===== config.mk =====
export PLATFORM = sky130hd
export DESIGN_NAME = commit_trace_fifo
export DESIGN_NICKNAME = d
export VERILOG_FILES = /design/src/rtl/commit_trace_fifo.sv
export SDC_FILE = /design/constraint.sdc
export NUM_CORES = 2
export LEC_CHECK = 0
export CORE_UTILIZATION = 45
export DETAILED_ROUTE_END_ITERATION = 8
export DONT_BUFFER_PORTS = 1
export PLACE_DENSITY_LB_ADDON = 0.08
export SLEW_MARGIN = 20
export SYNTH_ARGS = -nofsm -noshare
export SYNTH_HDL_FRONTEND = slang
export SYNTH_SLANG_ARGS = --single-unit
export TNS_END_PERCENT = 1

===== constraint.sdc =====
create_clock -name clk -period 8.01 [get_ports clk]
set_input_delay 0.4005 -clock clk [delete_from_list [all_inputs] [get_ports clk]]
set_output_delay 0.4005 -clock clk [all_outputs]
set_load 0.03 [all_outputs]

===== src/rtl/commit_trace_fifo.sv =====
// Commit-trace buffer: stamps M-stage stores and W-stage GRF writebacks and
// queues them as records drained over a back-pressured valid/ready port.
module commit_trace_fifo #(
    parameter int unsigned DEPTH = 16,
    parameter int unsigned CNT_W = 32
) (
    input  logic                     clk,
    input  logic                     reset,
    input  logic [31:0]              m_inst_addr,
    input  logic [31:0]              m_data_addr,
    input  logic [31:0]              m_data_wdata,
    input  logic [3:0]               m_data_byteen,
    input  logic [31:0]              m_data_rdata,
    input  logic                     w_grf_we,
    input  logic [4:0]               w_grf_addr,
    input  logic [31:0]              w_grf_wdata,
    input  logic [31:0]              w_inst_addr,
    output logic                     trc_valid,
    input  logic                     trc_ready,
    output logic                     trc_kind,
    output logic [CNT_W-1:0]         trc_cycle,
    output logic [31:0]              trc_pc,
    output logic [31:0]              trc_addr,
    output logic [31:0]              trc_data,
    output logic                     overflow,
    output logic [$clog2(DEPTH):0]   level
);

    localparam int unsigned AW = $clog2(DEPTH);
    localparam int unsigned LW = AW + 1;
    localparam int unsigned RW = 1 + CNT_W + 96;

    logic [RW-1:0]    r_mem [DEPTH];
    logic [AW-1:0]    r_wr_ptr;
    logic [AW-1:0]    r_rd_ptr;
    logic [LW-1:0]    r_level;
    logic [CNT_W-1:0] r_cycle;
    logic             r_overflow;

    logic             w_mem_evt;
    logic             w_grf_evt;
    logic             w_pop;
    logic [LW-1:0]    w_free;
    logic             w_push0;
    logic             w_push1;
    logic             w_drop;
    logic [31:0]      w_merged;
    logic [31:0]      w_word_addr;
    logic [RW-1:0]    w_mem_rec;
    logic [RW-1:0]    w_grf_rec;
    logic [RW-1:0]    w_rec0;
    logic [AW-1:0]    w_wr_ptr1;

    assign w_mem_evt = |m_data_byteen;
    assign w_grf_evt = w_grf_we && (w_grf_addr != 5'd0);

    always_comb begin
        w_merged = m_data_rdata;
        for (int i = 0; i < 4; i++) begin
            if (m_data_byteen[i]) begin
                w_merged[8*i +: 8] = m_data_wdata[8*i +: 8];
            end
        end
    end

    assign w_word_addr = m_data_addr & 32'hFFFF_FFFC;
    assign w_mem_rec   = {1'b1, r_cycle, m_inst_addr, w_word_addr, w_merged};
    assign w_grf_rec   = {1'b0, r_cycle, w_inst_addr, {27'd0, w_grf_addr}, w_grf_wdata};
    // Store is queued ahead of a same-cycle writeback; the second slot is only
    // ever the GRF record.
    assign w_rec0      = w_mem_evt ? w_mem_rec : w_grf_rec;
    assign w_wr_ptr1   = r_wr_ptr + AW'(1);

    assign trc_valid = (r_level != '0);
    assign w_pop     = trc_valid && trc_ready;
    assign w_free    = LW'(DEPTH) - r_level + LW'(w_pop);
    assign w_push0   = (w_mem_evt || w_grf_evt) && (w_free != '0);
    assign w_push1   = w_mem_evt && w_grf_evt && (w_free >= LW'(2));
    assign w_drop    = ((w_mem_evt || w_grf_evt) && !w_push0) ||
                       (w_mem_evt && w_grf_evt && !w_push1);

    always_ff @(posedge clk) begin
        if (reset) begin
            r_wr_ptr   <= '0;
            r_rd_ptr   <= '0;
            r_level    <= '0;
            r_cycle    <= '0;
            r_overflow <= 1'b0;
        end else begin
            r_cycle  <= r_cycle + CNT_W'(1);
            r_wr_ptr <= r_wr_ptr + AW'(w_push0) + AW'(w_push1);
            r_rd_ptr <= r_rd_ptr + AW'(w_pop);
            r_level  <= r_level + LW'(w_push0) + LW'(w_push1) - LW'(w_pop);
            if (w_drop) begin
                r_overflow <= 1'b1;
            end
        end
    end

    always_ff @(posedge clk) begin
        if (!reset) begin
            if (w_push0) begin
                r_mem[r_wr_ptr] <= w_rec0;
            end
            if (w_push1) begin
                r_mem[w_wr_ptr1] <= w_grf_rec;
            end
        end
    end

    // Record fields read as zero while the queue is empty.
    always_comb begin
        {trc_kind, trc_cycle, trc_pc, trc_addr, trc_data} = '0;
        if (trc_valid) begin
            {trc_kind, trc_cycle, trc_pc, trc_addr, trc_data} = r_mem[r_rd_ptr];
        end
    end

    assign overflow = r_overflow;
    assign level    = r_level;

endmodule


==> flow_metrics.tcl <==
set metrics [dict create \
    critical_path_class "reg -> reg" \
    result_of_the_run "finished, violations left" \
    cts_tree "done" \
    cp_cell_sequence "inv_1 -> ha_1 -> or4b_4 -> nand2_1 -> ha_1 -> inv_1 -> ha_1 -> or4b_1 -> o311a_1 -> o31ai_4 -> buf_4 -> nor3_4 -> buf_4 -> nor2_4 -> nor2_4 -> buf_4" \
    clock.fmax_ghz 0.163 \
    largest_net_degree_at_the_start_of_global_routing 136 \
    timing_hold_violations_final 3 \
    die-height_um 462 \
    post_dp_hpwl_mm 160 \
    tns_ns 0 \
    number_of_fillers_in_the_final_layout 17900 \
    gpl.final_weighted_congestion 0.771 \
    cts_buffers 225 \
    post_route_cells_drive_above_1_share_pct 17.9 \
    slowest_delay_ns 0.78 \
    whs_path_depth 2 \
    grt_overflow_total 0 \
    wl_mm 323 \
    cell_family_with_most_cp_delay "simple AND/OR/NAND/NOR gates" \
    hold_slack_ns -0.0169 \
    syn_inst 6979 \
    powerDensity_nw_per_um2 321 \
    die_w_um 462 \
    synth-seq-cells 2110 \
    drt-pass1-iter-count 8 \
    crit_required_ns 8.50 \
    start_kind "flip-flop" \
    rsz_0062_raised_after_global_routing "no" \
    route.detailed.drc 0 \
    clk_latency_ns 0.89 \
    detail_route.iter0.violations 7780 \
    cts.repair.resized 0 \
    drv_cap 0 \
    cts_buffer_depth 3 \
    cp_num_cells 16 \
    synth-edff-count 1616 \
    yosys.cell_types.count 61 \
    post_synth_instance_area_um2 95200 \
    synth.net_count 7199 \
    min_period_over_period_pct 76.8 \
    grt_use_total_pct 30.1 \
    post-layout-total-power_mw 33.9 \
    p_leak_nw 32.5 \
    max-slew-margin-rel_pct 20.7 \
    final_period_minus_worst_setup_slack_ns 6.15 \
    crit_path_slowest_cell "nor2_4" \
    worstPathMaxFanout 34 \
    worstRegToRegCells 16 \
    cts.root.buffer_cell "clkbuf_16" \
    cts.clk_slew.worst_paths_ns 0.06 \
    synth_ff_type "edfxtp_1" \
    dr_total_vias 62400 \
    skew_ns 0.0388 \
    port-buffer-count 0 \
    placementRows 168 \
    start_util_pct 45.3 \
    grt_antenna_before_repair 35 \
    data_arrival_time_of_the_critical_path_ns 6.64 \
    die-area_um2 213000 \
    worst-slew-pin-transition_ns 1.19 \
    failed_checks "negative hold slack" \
    slew_violations 0 \
    avgViaCountPerCell 6.43 \
    routedWlPerCell_um 33.3 \
    h-tree-depth 4 \
    post_synth.cell_area_avg_um2 13.6 \
    setup_viol 0 \
    critPathCaptureType "flip-flop" \
    hp-class "in -> reg" \
    postSynth.asyncResetShare_pct 0 \
    wire_length_of_the_first_global_routing_pass_mm 458 \
    ir_drop_mv 0.376 \
    area.growth.synth_to_final_pct 10.8 \
    vias_in_the_first_global_route 62200 \
    final_layout_net_count 6910 \
    yosysSeqAreaShare_pct 61.4 \
    io_pins 341 \
    synth.yosys.warnings 0 \
    design.core.area_um2 210000 \
    cts.sink_count 2110 \
    timing.critical_path.buf_inv 5 \
    residual_antenna_violating_net_count_after_detailed_routing 0 \
]
[synthesized netlist by cell type (3+ instances only)]
library cell | count | area [µm²]
xnor2_1 | 13 | 114
nor3_1 | 9 | 45.0
a32o_1 | 4 | 40.0
buf_2 | 144 | 721
o21ai_1 | 10 | 50.1
buf_1 | 56 | 210
fa_1 | 3 | 60.1
buf_4 | 41 | 308
and3_1 | 5 | 31.3
nand4_1 | 5 | 31.3
xor2_1 | 17 | 149
mux2i_1 | 67 | 671
inv_1 | 27 | 101
o21ai_0 | 477 | 2390
clkbuf_1 | 530 | 1990
buf_6 | 9 | 101
o21a_1 | 4 | 30.0
or3_1 | 18 | 113
nor2_1 | 960 | 3600
edfxtp_1 | 1616 | 48500
or4_1 | 5 | 37.5
a21oi_1 | 56 | 280
dfxtp_1 | 494 | 9890
o2bb2ai_1 | 304 | 2660
ha_1 | 12 | 150
and4_1 | 4 | 35.0
nand3_1 | 148 | 741
a2bb2oi_1 | 85 | 744
and2_1 | 246 | 1540
nand2b_1 | 5 | 31.3
nor2b_1 | 15 | 93.8
o31ai_1 | 5 | 37.5
mux4_2 | 645 | 14500
a2bb2oi_2 | 30 | 450
o22ai_1 | 267 | 1670
a2bb2oi_4 | 19 | 499
nand2_1 | 592 | 2220
nor4_1 | 3 | 18.8
[placed cells by master (no fill, tap or decap), types with 6 or more instances in the layout]
master	n
mux2i_2	9
ha_1	12
a2bb2oi_1	85
nand2_4	7
o21ai_4	11
o2bb2ai_1	304
dlygate4sd3_1	119
o22ai_1	267
dfxtp_1	490
diode_2	18
or3_1	14
clkbuf_1	66
nand3_1	147
clkinv_2	32
inv_8	13
a2bb2oi_4	19
xnor2_1	13
clkinv_1	44
mux4_2	645
inv_1	15
mux2i_1	58
buf_4	122
nand2_1	585
a21oi_1	56
and2_1	246
o21ai_0	477
clkbuf_16	230
nor2_1	955
inv_6	6
edfxtp_1	1616
xor2_1	17
a2bb2oi_2	30
nor2b_1	13
nor2_4	7
buf_12	22
clkbuf_8	26
[what timing repair did]
| item | CTS | global route |
|---|---|---|
| hold buffers | 111 | 9 |
| buffers inserted | 0 | 0 |
| endpoints found under the hold margin | 1166 | 12 |
[final timing paths]
| path | slack (ns) | from | end |
|---|---|---|---|
| setup / recovery | 1.86 | level[2] | r_mem[13][79] |
| hold / removal | -0.02 | m_inst_addr[11] | r_mem[6][75] |
| setup reg to reg | 1.86 | level[2] | r_mem[13][79] |
| hold reg to reg | 0.45 | r_mem[6][43] | r_mem[6][43] |
[cells by family after synthesis]
kind of cell / after synthesis / share of synthesized area [%]
simple gates: 2032 / 9.15
flops: 2110 / 61.4
compound gates: 1268 / 9.38
buf+inv: 811 / 3.65
mux: 712 / 16.0
xor+xnor: 30 / 0.276
fa+ha+maj: 16 / 0.231
[through the flow]
stage | instance area [µm²] | std cells | setup WS (ns) | hold slack (ns) | utilization (%)
6_report | 106000 | 9703 | 1.86 | -0.0169 | 50.3
5_1_grt | 106000 | 9691 | 1.61 | 0.0000777 | 50.2
4_1_cts | 105000 | 9671 | 1.87 | 0.00194 | 50.1
3_5_place_dp | 97100 | 9143 | 1.88 | 0.441 | 46.3
3_3_place_gp | 97100 | 9143 | 1.83 | 0.439 | 46.2
2_1_floorplan | 95200 | 6979 | 1.26 | 0.423 | -
[area by class of cell]
type,instances,area [µm²],area share [%]
Inverter,29,206,0.196
Timing Repair Buffer,266,2630,2.49
Multi-Input combinational cell,4058,33700,31.9
Antenna cell,18,45.0,0.0427
Clock inverter,94,629,0.596
Clock buffer,323,6370,6.03
Tap cell,2805,3510,3.33
Sequential cell,2110,58400,55.4
[worst reg2reg max path: cells and delay by family (launching register included)]
| family | cells | cell delay (ns) |
|---|---|---|
| AO/OA/AOI/OAI | 2 | 0.38 |
| adder cells (fa/ha/maj) | 3 | 0.57 |
| buffers and inverters | 5 | 2.03 |
| flip-flops | 1 | 0.44 |
| AND/OR/NAND/NOR | 6 | 2.31 |
[power breakdown]
group	total [mW]	internal, mW	switching, mW
sequential	13.9	13.3	0.582
combinational	9.95	3.63	6.32
clock	10.1	5.64	4.43
[flip-flops by register name, indices dropped and copies added (netlist names)]
register / cells
r_cycle: 32
level: 5
r_wr_ptr: 4
r_mem: 2064
overflow: 1
r_rd_ptr: 4
[routing by layer]
| layer | vias up | part of all wire (%) | track usage, % |
|---|---|---|---|
| li1 | 25900 | - | - |
| met1 | 32400 | 41 | 42.2 |
| met2 | 3425 | 47 | 48.0 |
| met3 | 572 | 9.2 | 5.29 |
| met4 | 20 | 3.0 | 8.79 |
| met5 | - | 0.042 | 0 |
(Power assumes the default switching activity.)
